## src/rtl/lsu_pkg.sv

```systemverilog
// Shared definitions for the load/store unit: funct3 codes, FSM states,
// RAM byte-mode encodings and access decode helpers.
package lsu_pkg;

  localparam logic [2:0] F3_B  = 3'd0;
  localparam logic [2:0] F3_H  = 3'd1;
  localparam logic [2:0] F3_W  = 3'd2;
  localparam logic [2:0] F3_BU = 3'd4;
  localparam logic [2:0] F3_HU = 3'd5;

  localparam logic [1:0] MODE_B = 2'b00;
  localparam logic [1:0] MODE_H = 2'b01;
  localparam logic [1:0] MODE_W = 2'b11;

  typedef enum logic [1:0] {
    IDLE   = 2'b00,
    ACCESS = 2'b01,
    RESP   = 2'b10
  } state_t;

  function automatic logic [2:0] size_of(input logic [2:0] funct3);
    logic [2:0] size;
    case (funct3[1:0])
      2'b00:   size = 3'd1;
      2'b01:   size = 3'd2;
      default: size = 3'd4;
    endcase
    return size;
  endfunction

  function automatic logic [1:0] mode_of(input logic [2:0] size);
    logic [1:0] mode;
    case (size)
      3'd1:    mode = MODE_B;
      3'd2:    mode = MODE_H;
      default: mode = MODE_W;
    endcase
    return mode;
  endfunction

  // Last byte computed in 33 bits so an access near 2^32-1 cannot wrap into range.
  function automatic logic range_fault(input logic [31:0] addr, input logic [2:0] size,
                                       input logic [31:0] lo, input logic [31:0] hi);
    logic [32:0] last;
    last = {1'b0, addr} + {30'd0, size} - 33'd1;
    return (addr < lo) || (last > {1'b0, hi});
  endfunction

endpackage

```

## src/rtl/lsu_load_formatter.sv

```systemverilog
// Combinational load-data extension: sign- or zero-extends the RAM lanes
// according to the load funct3.
module lsu_load_formatter
  import lsu_pkg::*;
(
  input  logic [2:0]  funct3,
  input  logic [31:0] raw,
  output logic [31:0] data
);

  // Select extension by load width and signedness.
  always_comb begin
    data = 32'd0;
    case (funct3)
      F3_B:    data = {{24{raw[7]}}, raw[7:0]};
      F3_H:    data = {{16{raw[15]}}, raw[15:0]};
      F3_W:    data = raw;
      F3_BU:   data = {24'd0, raw[7:0]};
      F3_HU:   data = {16'd0, raw[15:0]};
      default: data = 32'd0;
    endcase
  end

endmodule

```

## src/rtl/load_store_unit.sv

```systemverilog
// RV32I load/store sequencer in front of a byte-addressed data RAM:
// one access in flight, fault decode at acceptance, registered response.
module load_store_unit
  import lsu_pkg::*;
#(
  parameter logic [31:0] START_ADDRESS = 32'd0,
  parameter logic [31:0] STOP_ADDRESS  = 32'd1023
) (
  input  logic        clk,
  input  logic        rst,
  input  logic        req_valid,
  output logic        req_ready,
  input  logic        req_we,
  input  logic [2:0]  req_funct3,
  input  logic [31:0] req_addr,
  input  logic [31:0] req_wdata,
  output logic        resp_valid,
  output logic        resp_error,
  output logic [31:0] resp_rdata,
  output logic [31:0] mem_wr_addr,
  output logic        mem_wr_en,
  output logic [31:0] mem_wr_data,
  output logic [1:0]  mem_wr_mode,
  output logic [31:0] mem_rd_addr,
  output logic        mem_rd_en,
  output logic [1:0]  mem_rd_mode,
  input  logic [31:0] mem_rd_data
);

  state_t      state_r;
  state_t      next_state_s;
  logic        accept_s;
  logic        fault_s;
  logic        illegal_s;
  logic        misalign_s;
  logic [2:0]  size_s;
  logic        we_r;
  logic [2:0]  funct3_r;
  logic [31:0] addr_r;
  logic [31:0] wdata_r;
  logic [1:0]  mode_r;
  logic [31:0] fmt_data_s;
  logic        access_s;

  lsu_load_formatter u_fmt (
    .funct3 (funct3_r),
    .raw    (mem_rd_data),
    .data   (fmt_data_s)
  );

  // Fault decode of the presented request.
  always_comb begin
    size_s = size_of(req_funct3);
    if (req_we) begin
      illegal_s = (req_funct3 >= 3'd3);
    end else begin
      illegal_s = (req_funct3 == 3'd3) || (req_funct3 >= 3'd6);
    end
    misalign_s = ((size_s == 3'd2) && req_addr[0]) ||
                 ((size_s == 3'd4) && (req_addr[1:0] != 2'b00));
    fault_s = illegal_s || misalign_s ||
              range_fault(req_addr, size_s, START_ADDRESS, STOP_ADDRESS);
  end

  // Next-state logic; faulted requests bypass the RAM cycle.
  always_comb begin
    next_state_s = state_r;
    accept_s     = 1'b0;
    case (state_r)
      IDLE: begin
        if (req_valid) begin
          accept_s     = 1'b1;
          next_state_s = fault_s ? RESP : ACCESS;
        end else begin
          next_state_s = IDLE;
        end
      end
      ACCESS:  next_state_s = RESP;
      RESP:    next_state_s = IDLE;
      default: next_state_s = IDLE;
    endcase
  end

  // State, captured request and registered response.
  always_ff @(posedge clk) begin
    if (rst) begin
      state_r    <= IDLE;
      we_r       <= 1'b0;
      funct3_r   <= 3'd0;
      addr_r     <= 32'd0;
      wdata_r    <= 32'd0;
      mode_r     <= MODE_B;
      resp_valid <= 1'b0;
      resp_error <= 1'b0;
      resp_rdata <= 32'd0;
    end else begin
      state_r <= next_state_s;
      if (accept_s) begin
        we_r     <= req_we;
        funct3_r <= req_funct3;
        addr_r   <= req_addr;
        wdata_r  <= req_wdata;
        mode_r   <= mode_of(size_s);
      end
      resp_valid <= (next_state_s == RESP);
      resp_error <= accept_s && fault_s;
      resp_rdata <= ((state_r == ACCESS) && !we_r) ? fmt_data_s : 32'd0;
    end
  end

  assign req_ready = (state_r == IDLE);
  assign access_s  = (state_r == ACCESS);

  // RAM port drive; everything is zero outside the single ACCESS cycle.
  always_comb begin
    mem_wr_en   = access_s && we_r && !rst;
    mem_wr_addr = (access_s && we_r) ? addr_r  : 32'd0;
    mem_wr_data = (access_s && we_r) ? wdata_r : 32'd0;
    mem_wr_mode = (access_s && we_r) ? mode_r  : MODE_B;
    mem_rd_en   = access_s && !we_r;
    mem_rd_addr = (access_s && !we_r) ? addr_r : 32'd0;
    mem_rd_mode = (access_s && !we_r) ? mode_r : MODE_B;
  end

endmodule

```

## config.mk

```make
export PLATFORM = sky130hd
export DESIGN_NAME = load_store_unit
export DESIGN_NICKNAME = d
export VERILOG_FILES = /design/src/rtl/lsu_pkg.sv /design/src/rtl/lsu_load_formatter.sv /design/src/rtl/load_store_unit.sv
export SDC_FILE = /design/constraint.sdc
export NUM_CORES = 1
export LEC_CHECK = 0
export ABC_CLOCK_PERIOD_IN_PS = 4600
export CELL_PAD_IN_SITES_DETAIL_PLACEMENT = 2
export CELL_PAD_IN_SITES_GLOBAL_PLACEMENT = 2
export CORE_MARGIN = 2
export CORE_UTILIZATION = 24
export DETAILED_ROUTE_END_ITERATION = 10
export GPL_TIMING_DRIVEN = 0
export PLACE_DENSITY = 0.85
export SLEW_MARGIN = 20
export SYNTH_ARGS = -nofsm -noshare
export SYNTH_HDL_FRONTEND = slang
export SYNTH_SLANG_ARGS = --single-unit
```

## constraint.sdc

```tcl
create_clock -name clk -period 4.6 [get_ports clk]
set_input_delay 0.92 -clock clk [delete_from_list [all_inputs] [get_ports clk]]
set_output_delay 0.92 -clock clk [all_outputs]
set_load 0.01 [all_outputs]
```

# == Word-level counts from Yosys, hierarchy flattened ==
# Index checks and enable logic that the tools add are counted.
# word_totals
regBits,106
# classes
add_sub_neg,2
order_cmp,4
n_eq_ne,11
muxes,14
bitwise_logic,1
n_reduce_logical,18
# op_table
cell,count
$pmux 32 s5,1
$mux 32,3
$add 32x3->33,1
$gt 33x10->1 const B,1
$sub 33x1->33 const B,1
$lt 32x1->1 const B,1
$eq 3x2->1 const B,3
$eq 3x3->1 const B,3
$mux 2,4
$pmux 2 s2,2
$eq 3x1->1 const B,2
$logic_and 1x1->1,6
$pmux 3 s2,1
$logic_or 1x1->1,5
$eq 2x1->1 const B,2
$logic_not 2->1,2
$ge 3x2->1 const B,1
$ge 3x3->1 const B,1
$logic_not 3->1,1
$mux 1,3
$eq 2x2->1 const B,1
$logic_not 1->1,2
$reduce_bool 2->1,1
$reduce_or 2->1,1
$not 1->1,1

# == Logic depth before layout (Yosys ltp) ==
# Gate-level depths: netlist of run 1.
# depth
word_depth,11
mapped_depth,15
mapped_depth_nobuf,15

# == Hierarchy ==
# A second synthesis of run 1 with hierarchy kept.
# hier_totals
hier_cells,919
area_unflattened_um2,6921.6
# by_module_without_submodules
module,instances,cells_each,area_each_um2,seq_area_each_um2
load_store_unit,1,848,6328.6,2122.0
lsu_load_formatter,1,71,593.1,0.0

# == Worst setup path after synthesis of run 1 ==
# OpenSTA, ideal clock, no wires.
# synth_timing
kind,input to register
from,input req_funct3[0]
to,register resp_valid
arrival_ns,4.059
path_slack_ns,0.405
path_stages,15
n_path_buf,0
path_cell_list,or2_2 ha_1 inv_1 ha_1 inv_1 ha_1 a211o_1 a211oi_1 nor3_1 a31o_2 a2111o_1 or3_1 nor4_1 and4_1 a2111oi_2
# synth_between
elab_chain_len,11
word_cells_on_any_way,23
# synth_rtl
item,line,rtl
"start, declared",load_store_unit.sv:14,"input logic [2:0] req_funct3,"
$eq 2x1->1 or $logic_not 2->1 (tied branches),lsu_pkg.sv:23,case (funct3[1:0])
$pmux 3 s2,lsu_pkg.sv:23,
"$add 32x3->33, or another cell as far along",lsu_pkg.sv:45,"last = {1'b0, addr} + {30'd0, size} - 33'd1;"
"$sub 33x1->33, or another cell as far along",lsu_pkg.sv:45,
$gt 33x10->1 or $logic_or 1x1->1 (tied branches),"lsu_pkg.sv:46, load_store_unit.sv:59",
$logic_or 1x1->1 (on tied branches),"lsu_pkg.sv:46, load_store_unit.sv:61",
$logic_or 1x1->1 (*),load_store_unit.sv:61,fault_s = illegal_s || misalign_s ||
$mux 2 (*),load_store_unit.sv:73,next_state_s = fault_s ? RESP : ACCESS;
$mux 2 (*),load_store_unit.sv:71,if (req_valid) begin
$pmux 2 s2 (*),load_store_unit.sv:69,case (state_r)
$eq 2x2->1 (*),load_store_unit.sv:105,resp_valid <= (next_state_s == RESP);
"end signal, assigned",load_store_unit.sv:105,
"end, declared",load_store_unit.sv:17,"output logic resp_valid,"
# Every way passes the cells marked *; elsewhere a longest branch is shown, timed or not.
# A chain may end at the register's enable or synchronous reset.

# == Final worst setup path of run 1 ==
# Same ends and word-level chain as after synthesis.

==> metrics.md, run 1 <==
| Metric | Value |
|---|---|
| Largest area contributor in the netlist | `dfxtp_1` |
| HP Class | `reg2reg` |
| Critical path type | `in2reg` |
| Post-synthesis compound-gate area fraction | `between 20% and 30%` |
| RR Endpoint | `resp_rdata[21]$_SDFF_PP0_` |
| CTS max path bufs | `2` |
| Yosys warnings | `0` |
| Most used DFF post-synth | `dfxtp_1` |
| Routed length per instance | `19.1 um` |
| FFs w/ async S/R, synth | `0%` |
| Most frequent cell after synthesis | `nand2_1` |
| Critical path peak fanout | `6` |
| Mapped Area | `around 0.0067 mm^2` |
| Vias in the first global route | `8,145` |
| Count of hold-fix buffers inserted at cts | `0` |
| Number of synthesized flops with an enable pin | `0` |
| 1st-iter DRT viols | `around 280` |
| Antenna violations before repair | `3` |
| Post-placement cell area | `approximately 0.0096 mm^2` |
| Crit-path max cell delay | `roughly 0.4 ns` |
| Drt via density | `~4.9` |
| Final hold viol count | `0` |
| Internal power | `~1.6 mW` |
| WHS Endpoint | `wdata_r[13]$_SDFFE_PP0P_` |
| Input/output buffers | `approximately 240` |
| H-tree levels | `3` |
| CTS Buf Count | `9` |
| Hold path cells | `2` |
| Register area share after synthesis | `roughly a third` |
| Post-Syn Area per Cell | `approximately 7.3 um^2` |
| Clock sink count | `106` |
| Initial Util | `about a quarter` |
| Pwr dens | `between 200 and 250 mW/mm^2` |
| Setup TNS | `0 ns` |
| Slew @ Worst Pin | `approximately 0.76 ns` |
| Kind of start point of the critical path | `primary input` |
| Std cell rows | `slightly above 60` |
| Final setup viols | `0` |
| First-pass GRT wire length | `45,600 um` |
| First-pass DRT Iterations | `4` |
| CTS tree | `yes` |
| GR Overflow Total | `0` |
| FF-to-FF path depth | `6` |
| Crit. End Element | `flip-flop` |
| Netlist cell types | `~70` |
| GP Congestion | `between 0.8 and 0.9` |
| Max-slew violations | `0` |
| Hold Startpoint | `wdata_r[13]$_SDFFE_PP0P_` |
| Clk network pwr share | `34.2%` |
| GRT Overall Usage | `between 20% and 30%` |
| Post-Synth XOR/XNOR Area | `1.04%` |
| P_leak | `between 3 and 4 nW` |
| Io pins | `240` |
| Die Wd | `about 170 um` |
| Largest cells by area after synthesis | `dfxtp_1 32%, nand2_1 11%, a21oi_1 9.6%` |
| Switching share of power | `34.3%` |
| Largest family of logic cells by synthesized area | `simple AND/OR/NAND/NOR gates` |
| Crit path top cell by count | `ha_1` |
| Maxcap violations | `0` |
| Syn Nets | `1,063` |
| Synth top area share | `a little under a third` |
| Die ar. | `~0.029 mm^2` |
| Register bit total from synthesis | `between 100 and 150` |
| Clk_lat worst skew | `~0.38 ns` |
| Run status | `finished clean` |
| Max transition margin | `approximately half` |
| Via count | `~7,600` |
| WP data arrival | `approximately 4.7 ns` |
| Largest net degree at the start of global routing | `23` |
| Synth Area in Simple Gates | `a little under a third` |
| Layout cells sized above 1 | `under 10%` |
| Fmax | `224 MHz` |
| Fillcell total | `approximately 3,200` |
| Critical Path RT | `roughly 4.8 ns` |
| DR DRC count | `0` |
| Dpl hpwl | `24,300 um` |
| CP max stage cell | `a2111o_1` |
| Clk slew on worst S/H paths | `approximately 0.10 ns` |
| Root Buffer | `clkbuf_16` |
| Core area | `roughly 0.028 mm^2` |
| Post-synthesis mux area share | `less than 1%` |
| Final hold slack | `between 0.4 and 0.5 ns` |
| Number of nets in the layout | `roughly 1,300` |
| Clk_skew | `0.0168 ns` |
| Antenna-violating nets left | `0` |
| Reg-to-reg critical path startpoint | `funct3_r[0]$_SDFFE_PP0P_` |
| Area delta synth->final | `49.0%` |
| Final worst-path cycle share | `~97%` |
| Min Tclk post-route | `4.46 ns` |
| DIE HEIGHT | `about 170 um` |
| Synth top cells by count | `188 x nand2_1, 129 x a21oi_1, 106 x dfxtp_1` |
| DRT Wirelength | `approximately 30,000 um` |
| Synthesized-area fraction occupied by adder cells | `about 6.8%` |
| P_sw | `0.844 mW` |
| Cell area after layout | `0.0100 mm^2` |
| Synthesized instance count | `924` |
| Comb power frac | `25.9%` |
| FF-to-FF setup slack | `2.21 ns` |
| Seq pwr share | `39.9%` |
| Worst vdd ir | `between 0.15 and 0.2 mV` |
| Crit path cell chain | `dlygate4sd2_1, or2_2, ha_1, inv_1, ha_1, inv_1, ha_1, a211o_1, a211oi_4, nor3_1, a31o_2, a2111o_1, or3_1, nor4_2, and4_4, a2111oi_4` |
worst max-delay path: cells and delay by family:
| kind | cells | cell delay, ns |
|---|---|---|
| compound gates | 5 | 1.38 |
| simple gates | 5 | 1.23 |
| fa+ha+maj | 3 | 0.69 |
| buf+inv | 3 | 0.45 |
power groups by stage:
stage / clock network (mW) / registers [mW] / logic [mW]
after floorplan: 0 / 0.990 / 0.371
after global placement: 0 / 0.999 / 0.587
after detailed placement: 0 / 1.00 / 0.612
after CTS: 0.866 / 0.981 / 0.630
after global routing: 0.906 / 0.986 / 0.707
final: 0.842 / 0.981 / 0.638
placed cells by master, fill, tap and decap left out, drive strengths merged, types with 12 or more instances in the layout:
master	count
inv	53
o21ai	20
dfxtp	106
nor3	13
a21oi	131
nand2	188
clkdlybuf4s50	237
ha	35
and2	103
nor2	45
a211oi	12
clkbuf	52
buf	18
kinds of logic (layout without fill, tap and decap cells):
logic type,Yosys count,in the layout
AND/OR/NAND/NOR,428,428
AO/OA/AOI/OAI,236,236
flip-flops,106,106
buffers and inverters,105,364
adder cells (fa/ha/maj),36,36
XOR/XNOR,8,8
multiplexers,5,5
other,0,3
through the flow:
stage	utilization [%]	power, mW	worst slack, ns	std cells
after floorplan	-	1.36	0.405	924
after global placement	34.6	1.59	-0.638	1541
after detailed placement	34.6	1.61	-0.805	1542
after CTS	36.0	2.48	0.171	1560
after global routing	36.1	2.60	-0.0496	1561
final	36.1	2.46	0.140	1564
flip-flops by register name (all words and copies together) (netlist names):
register,count
wdata_r,32
mode_r,2
resp_rdata,32
addr_r,32
resp_error,1
state_r,2
resp_valid,1
funct3_r,3
we_r,1
final cells by class:
type                            count  area, um^2  share of cell area (%)
Timing Repair Buffer              243        2420                    24.2
Multi-Input combinational cell    713        4250                    42.5
Inverter                           48         180                    1.80
Clock buffer                        9         225                    2.25
Clock inverter                      7        86.3                   0.863
Antenna cell                        3        7.51                  0.0750
Tap cell                          378         473                    4.73
Sequential cell                   106        2120                    21.2
Buffer                             57         243                    2.43
layer usage:
metal / vias up / GRT usage (%) / share of wire (%)
met5: - / 0 / 0.043
met4: 2 / 7.00 / 2.3
met3: 35 / 3.47 / 4.6
met2: 180 / 36.9 / 51
met1: 3752 / 23.3 / 42
li1: 3661 / - / -
how the worst max path moves through the flow:
stage,depth (start not counted),slack (ns),to,start
4_1_cts,16,0.17,resp_valid$_SDFF_PP0_,req_funct3[1]
5_1_grt,16,-0.05,resp_valid$_SDFF_PP0_,req_funct3[0]
3_5_place_dp,16,-0.80,resp_valid$_SDFF_PP0_,req_funct3[1]
3_3_place_gp,16,-0.64,resp_valid$_SDFF_PP0_,req_funct3[1]
6_report,16,0.14,resp_valid$_SDFF_PP0_,req_funct3[0]
2_1_floorplan,15,0.40,resp_valid$_SDFF_PP0_,req_funct3[0]
repair_timing:
action                                 4_1_cts  5_1_grt
endpoints found under the hold margin        0        0
pin swaps                                    3        4
setup endpoints to repair                    4        3
buffers inserted                             2        1
resized for setup                           12        7
No activity file was read; power rests on OpenSTA's default activity.
==> inputs of run 2 (changes only) <==
--- a/config.mk
+++ b/config.mk
@@ -5,14 +5,14 @@
 export SDC_FILE = /design/constraint.sdc
 export NUM_CORES = 1
 export LEC_CHECK = 0
-export ABC_CLOCK_PERIOD_IN_PS = 4600
+export ABC_CLOCK_PERIOD_IN_PS = 5600
 export CELL_PAD_IN_SITES_DETAIL_PLACEMENT = 2
 export CELL_PAD_IN_SITES_GLOBAL_PLACEMENT = 2
 export CORE_MARGIN = 2
-export CORE_UTILIZATION = 24
+export CORE_UTILIZATION = 26
 export DETAILED_ROUTE_END_ITERATION = 10
 export GPL_TIMING_DRIVEN = 0
-export PLACE_DENSITY = 0.85
+export PLACE_DENSITY = 0.91
 export SLEW_MARGIN = 20
 export SYNTH_ARGS = -nofsm -noshare
 export SYNTH_HDL_FRONTEND = slang
==> constraint.sdc (replaced) <==
create_clock -name clk -period 5.6 [get_ports clk]
set_input_delay 1.12 -clock clk [delete_from_list [all_inputs] [get_ports clk]]
set_output_delay 1.12 -clock clk [all_outputs]
set_load 0.01 [all_outputs]
==> metrics.md, run 2 (same netlist as run 1, synthesis figures left out) <==
| Metric | Value |
|---|---|
| Dpl hpwl | `24,500 um (was 24,300 um)` |
| HP Class | `reg2reg (unchanged)` |
| DR DRC count | `0 (unchanged)` |
| Std cell rows | `58 (was 61)` |
| Buf/Inv on CP | `3 (unchanged)` |
| Clk_lat worst skew | `0.37 ns (was 0.38 ns)` |
| Regs by FF count | `addr_r x32, resp_rdata x32, wdata_r x32 (unchanged)` |
| WP data arrival | `5.33 ns (was 4.69 ns)` |
| Met3 Use GR | `4.50% (was 3.47%)` |
| Count of hold-fix buffers inserted at cts | `0 (unchanged)` |
| H-tree levels | `3 (unchanged)` |
| GRT Overall Usage | `22.1% (was 20.1%)` |
| Core area | `0.0253 mm^2 (was 0.0277 mm^2)` |
| Final worst-path cycle share | `slightly above 90%` |
| Critical Path RT | `5.84 ns (was 4.83 ns)` |
| Dpl ws | `0.200 ns (was -0.805 ns)` |
| Clk slew on worst S/H paths | `0.08 ns (was 0.10 ns)` |
| DRT Wirelength | `30,300 um (was 29,900 um)` |
| Crit-path max cell delay | `0.56 ns (was 0.40 ns)` |
| Routing usage on met1 | `26.7% (was 23.3%)` |
| Via count | `7,641 (was 7,630)` |
| Max transition margin | `33.7% (was 49.4%)` |
| Worst Slack Setup Final | `0.505 ns (was 0.140 ns)` |
| RSZ-0062 raised after global routing | `false` |
| Commonest non-fill, non-tap cell in the layout | `clkdlybuf4s50_1 (unchanged)` |
| Most frequent cells in the layout | `239 x clkdlybuf4s50_1, 188 x nand2_1, 129 x a21oi_1, 106 x dfxtp_1, 103 x and2_1 (was 237 x clkdlybuf4s50_1, 188 x nand2_1, 128 x a21oi_1, 106 x dfxtp_1, 103 x and2_1)` |
| Antenna-violating nets left | `0 (unchanged)` |
| Fmax | `196 MHz` |
| Max-slew violations | `0 (unchanged)` |
| FF-to-FF path depth | `6 (unchanged)` |
| Largest net degree at the start of global routing | `23 (unchanged)` |
| Antenna violations before repair | `2 (was 3)` |
| Postcts setup bufs | `0 (was 2)` |
| Post-CTS sizing | `0 (was 12)` |
| Fillcell total | `2,936 (was 3,199)` |
| Die ar. | `0.0271 mm^2 (was 0.0293 mm^2)` |
| Run status | `finished clean (unchanged)` |
| Slew @ Worst Pin | `0.969 ns (was 0.756 ns)` |
| Clk_skew | `0.0186 ns (was 0.0168 ns)` |
| FF-to-FF setup slack | `3.09 ns (was 2.21 ns)` |
| Vias in the first global route | `8,342 (was 8,145)` |
| First-pass GRT wire length | `46,700 um (was 45,600 um)` |
| Worst vdd ir | `0.124 mV (was 0.183 mV)` |
| CTS max path bufs | `2 (unchanged)` |
| Worst Setup SP | `req_funct3[1] (was req_funct3[0])` |
| Pwr dens | `204 mW/mm^2 (was 246 mW/mm^2)` |
| Crit. End Element | `flip-flop (unchanged)` |
| RR Endpoint | `resp_rdata[22]$_SDFF_PP0_ (was resp_rdata[21]$_SDFF_PP0_)` |
| GRT busiest layer | `met2 (unchanged)` |
| Reg-to-reg critical path startpoint | `funct3_r[0]$_SDFFE_PP0P_ (unchanged)` |
| Drt via density | `5.06 (was 4.88)` |
| Critical path type | `in2reg (unchanged)` |
| Die Wd | `165 um (was 171 um)` |
| CP max stage cell | `clkdlybuf4s50_1 (was a2111o_1)` |
| DIE HEIGHT | `165 um (was 171 um)` |
| Root Buffer | `clkbuf_16 (unchanged)` |
| Area delta synth->final | `46.6% (was 49.0%)` |
| GR Overflow Total | `0 (unchanged)` |
| Kind of start point of the critical path | `primary input (unchanged)` |
| Input/output buffers | `239 (unchanged)` |
| Min Tclk post-route | `between 5 and 6 ns` |
| Clock sink count | `106 (unchanged)` |
| Maxcap violations | `0 (unchanged)` |
| Critical Path End | `resp_valid$_SDFF_PP0_ (unchanged)` |
| CTS tree | `yes (unchanged)` |
| Setup TNS | `0 ns (unchanged)` |
| GP Congestion | `0.871 (was 0.843)` |
| Final hold viol count | `0 (unchanged)` |
| 1st-iter DRT viols | `402 (was 284)` |
| Final setup viols | `0 (unchanged)` |
| Io pins | `240 (unchanged)` |
| Critical path peak fanout | `6 (unchanged)` |
| Delay-heaviest family, CP | `compound AO/OA/AOI/OAI gates (unchanged)` |
| P_leak | `3.85 nW (was 3.87 nW)` |
| Layout cells sized above 1 | `3.90% (was 5.16%)` |
| Initial Util | `26.6% (was 24.2%)` |
| Area occupied by multi-input gates | `0.00418 mm^2 (was 0.00425 mm^2)` |
| Worst path depth | `16 (unchanged)` |
| Met2 global-route usage | `39.2% (was 36.9%)` |
| Register area | `0.00212 mm^2 (unchanged)` |
| Number of nets in the layout | `1,313 (was 1,317)` |
| Crit path cell chain | `clkdlybuf4s50_1, nand2b_1, ha_1, inv_1, ha_1, inv_1, fa_1, a211oi_1, o211ai_1, a21oi_1, nand2b_1, o41a_1, mux2i_1, a22oi_1, and4b_4, a2111oi_2 (was dlygate4sd2_1, or2_2, ha_1, inv_1, ha_1, inv_1, ha_1, a211o_1, a211oi_4, nor3_1, a31o_2, a2111o_1, or3_1, nor4_2, and4_4, a2111oi_4)` |
| Routed length per instance | `20.1 um (was 19.1 um)` |
| First-pass DRT Iterations | `5 (was 4)` |
| CTS Buf Count | `9 (unchanged)` |
-- run 2: per-stage QoR --
| stage | cells | cell area (um^2) | util [%] | power (mW) | hold WS (ns) |
|---|---|---|---|---|---|
| 3_3_place_gp | 1493 | 9520 | 37.7 | 1.30 | 0.437 |
| 2_1_floorplan | 924 | 6720 | - | 1.12 | 0.432 |
| 3_5_place_dp | 1493 | 9530 | 37.7 | 1.32 | 0.449 |
| 5_1_grt | 1509 | 9840 | 39.0 | 2.11 | 0.477 |
| 6_report | 1511 | 9850 | 39.0 | 2.01 | 0.459 |
| 4_1_cts | 1509 | 9840 | 39.0 | 2.02 | 0.462 |
-- run 2: metal layers --
metal / part of all wire [%] / up-vias
met5: 0.043 / -
li1: - / 3654
met2: 49 / 232
met3: 6.6 / 44
met4: 2.7 / 2
met1: 42 / 3709
-- run 2: power by group --
part           leakage, nW  internal (mW)  switching (mW)
clock network        0.153          0.327           0.368
registers            0.866          0.784          0.0211
logic                 2.83          0.211           0.297
total                 3.85           1.32           0.686
-- run 2: final cells by class --
class                           instances  share of cell area (%)
Tap cell                              330                    4.19
Clock buffer                            9                    2.29
Multi-Input combinational cell        713                    42.4
Clock inverter                          7                   0.902
Sequential cell                       106                    21.6
Timing Repair Buffer                  239                    24.3
Antenna cell                            2                  0.0508
Inverter                               48                    1.83
Buffer                                 57                    2.47
-- run 2: tightest hold or removal path, cell delays in order, from the launching register on --
cell     delay (ns)
dfxtp_1        0.31
nand2_1        0.05
a21oi_1        0.05
-- run 2: worst min path at each step --
stage                                   startpoint                  endpoint  slack [ns]  depth (start not counted)
after floorplan            wdata_r[0]$_SDFFE_PP0P_   wdata_r[0]$_SDFFE_PP0P_        0.43                          2
after global placement    wdata_r[11]$_SDFFE_PP0P_  wdata_r[11]$_SDFFE_PP0P_        0.44                          2
after detailed placement  wdata_r[24]$_SDFFE_PP0P_  wdata_r[24]$_SDFFE_PP0P_        0.45                          2
after CTS                  wdata_r[1]$_SDFFE_PP0P_   wdata_r[1]$_SDFFE_PP0P_        0.46                          2
after global routing       wdata_r[4]$_SDFFE_PP0P_   wdata_r[4]$_SDFFE_PP0P_        0.48                          2
final                      wdata_r[4]$_SDFFE_PP0P_   wdata_r[4]$_SDFFE_PP0P_        0.46                          2
==> inputs of run 3 (changes only) <==
--- a/config.mk
+++ b/config.mk
@@ -5,14 +5,15 @@
 export SDC_FILE = /design/constraint.sdc
 export NUM_CORES = 1
 export LEC_CHECK = 0
+export ABC_AREA = 1
 export ABC_CLOCK_PERIOD_IN_PS = 5600
 export CELL_PAD_IN_SITES_DETAIL_PLACEMENT = 2
 export CELL_PAD_IN_SITES_GLOBAL_PLACEMENT = 2
 export CORE_MARGIN = 2
-export CORE_UTILIZATION = 26
+export CORE_UTILIZATION = 25
 export DETAILED_ROUTE_END_ITERATION = 10
 export GPL_TIMING_DRIVEN = 0
-export PLACE_DENSITY = 0.91
+export PLACE_DENSITY = 0.92
 export SLEW_MARGIN = 20
 export SYNTH_ARGS = -nofsm -noshare
 export SYNTH_HDL_FRONTEND = slang
==> metrics.md, run 3 <==
| Metric | Value |
|---|---|
| H-tree levels | `3 (unchanged)` |
| Register bit total from synthesis | `106 (unchanged)` |
| CTS max path bufs | `2 (unchanged)` |
| Crit path cell chain | `clkdlybuf4s50_1, inv_1, nand2_1, ha_1, inv_1, ha_1, inv_1, fa_1, nand3_1, nand2_2, nand2_1, nand2_2, nand2_1, nand2_1, nor2_1, nand3_1, nor2_1, nand3_1, nand2_1, nand2_1, o21ai_2, a21oi_1 (was clkdlybuf4s50_1, nand2b_1, ha_1, inv_1, ha_1, inv_1, fa_1, a211oi_1, o211ai_1, a21oi_1, nand2b_1, o41a_1, mux2i_1, a22oi_1, and4b_4, a2111oi_2)` |
| Mapped Area | `0.00719 mm^2 (was 0.00672 mm^2)` |
| Delay-heaviest family, CP | `simple AND/OR/NAND/NOR gates (was compound AO/OA/AOI/OAI gates)` |
| Fmax | `211 MHz (was 196 MHz)` |
| Largest family of logic cells by synthesized area | `simple AND/OR/NAND/NOR gates (unchanged)` |
| Seq pwr share | `36.6% (was 40.1%)` |
| Dpl hpwl | `30,100 um (was 24,500 um)` |
| Utilization after layout | `36.5% (was 39.0%)` |
| Number of synthesized flops with an enable pin | `0 (unchanged)` |
| Yosys warnings | `0 (unchanged)` |
| Maxcap violations | `0 (unchanged)` |
| Syn Nets | `1,341 (was 1,063)` |
| CP max stage cell | `fa_1 (was clkdlybuf4s50_1)` |
| Critical Path RT | `5.83 ns (was 5.84 ns)` |
| Synth top area share | `29.5% (was 31.6%)` |
| Switching share of power | `36.3% (was 34.2%)` |
| Std cell rows | `62 (was 58)` |
| Antenna violations before repair | `2 (unchanged)` |
| Layout cells sized above 1 | `3.77% (was 3.90%)` |
| Most frequent cell after synthesis | `nand2_1 (unchanged)` |
| GRT Overall Usage | `27.7% (was 22.1%)` |
| Die Wd | `174 um (was 165 um)` |
| Post-CTS sizing | `0 (unchanged)` |
| RSZ-0062 raised after global routing | `false (unchanged)` |
| CTS Buf Count | `9 (unchanged)` |
| First-pass GRT wire length | `64,500 um (was 46,700 um)` |
| Comb power frac | `30.1% (was 25.3%)` |
| Drt via density | `5.05 (was 5.06)` |
| Core area | `0.0285 mm^2 (was 0.0253 mm^2)` |
| P_sw | `0.806 mW (was 0.686 mW)` |
| Netlist cell types | `37 (was 69)` |
| FF-to-FF setup slack | `3.08 ns (was 3.09 ns)` |
| 1st-iter DRT viols | `449 (was 402)` |
| Setup TNS | `0 ns (unchanged)` |
| Most frequent cells in the layout | `284 x nand2_1, 252 x nor2_1, 243 x inv_1, 239 x clkdlybuf4s50_1, 106 x dfxtp_1 (was 239 x clkdlybuf4s50_1, 188 x nand2_1, 129 x a21oi_1, 106 x dfxtp_1, 103 x and2_1)` |
| WP data arrival | `4.96 ns (was 5.33 ns)` |
| Area delta synth->final | `44.5% (was 46.6%)` |
| GR Overflow Total | `0 (unchanged)` |
| Commonest non-fill, non-tap cell in the layout | `nand2_1 (was clkdlybuf4s50_1)` |
| Final worst-path cycle share | `84.5% (was 91.0%)` |
| FFs w/ async S/R, synth | `0% (unchanged)` |
| GP Congestion | `0.881 (was 0.871)` |
| Min Tclk post-route | `4.73 ns (was 5.10 ns)` |
| DRT Wirelength | `42,200 um (was 30,300 um)` |
| P_leak | `4.84 nW (was 3.85 nW)` |
| Clk slew on worst S/H paths | `0.08 ns (about the same)` |
| Synthesized instance count | `1,202 (was 924)` |
| Via count | `9,315 (was 7,641)` |
| Final hold viol count | `0 (unchanged)` |
| Postcts setup bufs | `0 (unchanged)` |
| Crit path top cell by count | `nand2_1` |
| Internal power | `1.41 mW (was 1.32 mW)` |
| Critical path peak fanout | `5 (was 6)` |
| Final setup viols | `0 (unchanged)` |
| Clk network pwr share | `33.3% (was 34.6%)` |
| Initial Util | `25.2% (was 26.6%)` |
| Antenna-violating nets left | `0 (unchanged)` |
| Largest area contributor in the netlist | `dfxtp_1 (unchanged)` |
| Synthesized-area fraction occupied by adder cells | `6.37% (was 6.82%)` |
| Largest net degree at the start of global routing | `18 (was 23)` |
| DR DRC count | `0 (unchanged)` |
| Post-Synth XOR/XNOR Area | `0.487% (was 1.04%)` |
| Count of hold-fix buffers inserted at cts | `0 (unchanged)` |
| First-pass DRT Iterations | `5 (unchanged)` |
| Largest cells by area after synthesis | `dfxtp_1 30%, nand2_1 15%, nor2_1 13% (was dfxtp_1 32%, nand2_1 11%, a21oi_1 9.6%)` |
| Vias in the first global route | `10,700 (was 8,342)` |
| Worst vdd ir | `0.143 mV (was 0.124 mV)` |
| Number of nets in the layout | `1,591 (was 1,313)` |
| Clk_lat worst skew | `0.38 ns (was 0.37 ns)` |
| DIE HEIGHT | `174 um (was 165 um)` |
| Critical path type | `in2reg (unchanged)` |
| Synth Area in Simple Gates | `37.6% (was 31.5%)` |
| Post-Syn Area per Cell | `5.98 um^2 (was 7.27 um^2)` |
| Input/output buffers | `239 (unchanged)` |
| Crit-path max cell delay | `0.56 ns (about the same)` |
| Die ar. | `0.0301 mm^2 (was 0.0271 mm^2)` |
| HP Class | `reg2reg (unchanged)` |
| Clk_skew | `0.0106 ns (was 0.0186 ns)` |
| CTS tree | `yes (unchanged)` |
| Regs by FF count | `addr_r x32, resp_rdata x32, wdata_r x32 (unchanged)` |
| Max-slew violations | `0 (unchanged)` |
| Crit. End Element | `flip-flop (unchanged)` |
| Buf/Inv on CP | `4 (was 3)` |
| Pwr dens | `214 mW/mm^2 (was 204 mW/mm^2)` |
| Run status | `finished clean (unchanged)` |
| Io pins | `240 (unchanged)` |
| Root Buffer | `clkbuf_16 (unchanged)` |
| Routed length per instance | `22.9 um (was 20.1 um)` |
| Max transition margin | `35.4% (was 33.7%)` |
| Synth top cells by count | `284 x nand2_1, 252 x nor2_1, 243 x inv_1 (was 188 x nand2_1, 129 x a21oi_1, 106 x dfxtp_1)` |
| Slew @ Worst Pin | `0.961 ns (was 0.969 ns)` |
| Kind of start point of the critical path | `primary input (unchanged)` |
| Post-synthesis compound-gate area fraction | `11.1% (was 22.0%)` |
| Post-synthesis mux area share | `0% (was 0.745%)` |
| Clock sink count | `106 (unchanged)` |
| Most used DFF post-synth | `dfxtp_1 (unchanged)` |
| Register area share after synthesis | `29.5% (was 31.6%)` |
[run 3: cell count changes after synthesis, sizes merged, moves of 10 or more]
cell / delta
a211oi: +58
a21oi: -95
and2: -103
and3: -10
clkbuf: -11
inv: +198
nand2: +109
nand3: +52
nor2: +219
o21a: -10
o21ai: -14
[run 3: tightest hold or removal path, stage by stage (launching register included)]
cell and delay, ns:
dfxtp_1 0.31, inv_1 0.06, a211oi_1 0.07
[run 3: area by class of cell]
type                    count  area [um^2]
fillers                  3489        18100
plain buffers              37          141
repair buffers            239         2390
well taps                 384          480
inverters                 247          927
flip-flops and latches    106         2120
clock buffers              11          233
clock inverters             5         87.6
multi-input cells         812         4000
diodes                      2         5.00
[run 3: final timing paths]
check | cells after the start | from | endpoint
setup reg to reg | 5 | state_r[0]$_SDFF_PP0_ | funct3_r[1]$_SDFFE_PP0P_
hold reg to reg | 2 | wdata_r[25]$_SDFFE_PP0P_ | wdata_r[25]$_SDFFE_PP0P_
hold / removal | 2 | wdata_r[25]$_SDFFE_PP0P_ | wdata_r[25]$_SDFFE_PP0P_
setup / recovery | 22 | req_funct3[1] | state_r[1]$_SDFF_PP0_
[run 3: metal layers]
metal	GRT usage (%)	part of all wire, %	up-vias
li1	-	-	4191
met5	0	0	-
met1	29.4	38	4654
met2	51.8	52	338
met3	4.19	4.1	132
met4	16.0	5.9	0
[run 3: power by group through the flow]
stage	Combinational, mW	Sequential [mW]	Clock, mW
after global routing	0.722	0.816	0.766
after floorplan	0.366	0.820	0
after detailed placement	0.616	0.827	0
after global placement	0.571	0.821	0
after CTS	0.659	0.812	0.742
final	0.668	0.813	0.740
[run 3: per-stage QoR]
step | hold WS (ns) | cell area [um^2] | worst slack (ns) | std cells | total power [mW]
final | 0.477 | 10400 | 0.870 | 1843 | 2.22
after global placement | 0.451 | 10100 | 1.02 | 1825 | 1.39
after detailed placement | 0.462 | 10100 | 0.787 | 1825 | 1.44
after floorplan | 0.440 | 7190 | 2.12 | 1202 | 1.19
after CTS | 0.480 | 10400 | 0.959 | 1841 | 2.21
after global routing | 0.503 | 10400 | 0.782 | 1843 | 2.30
[run 3: kinds of logic after synthesis]
logic type      after synthesis
simple gates                654
buf+inv                     284
compound gates              118
flops                       106
xor+xnor                      4
fa+ha+maj                    36
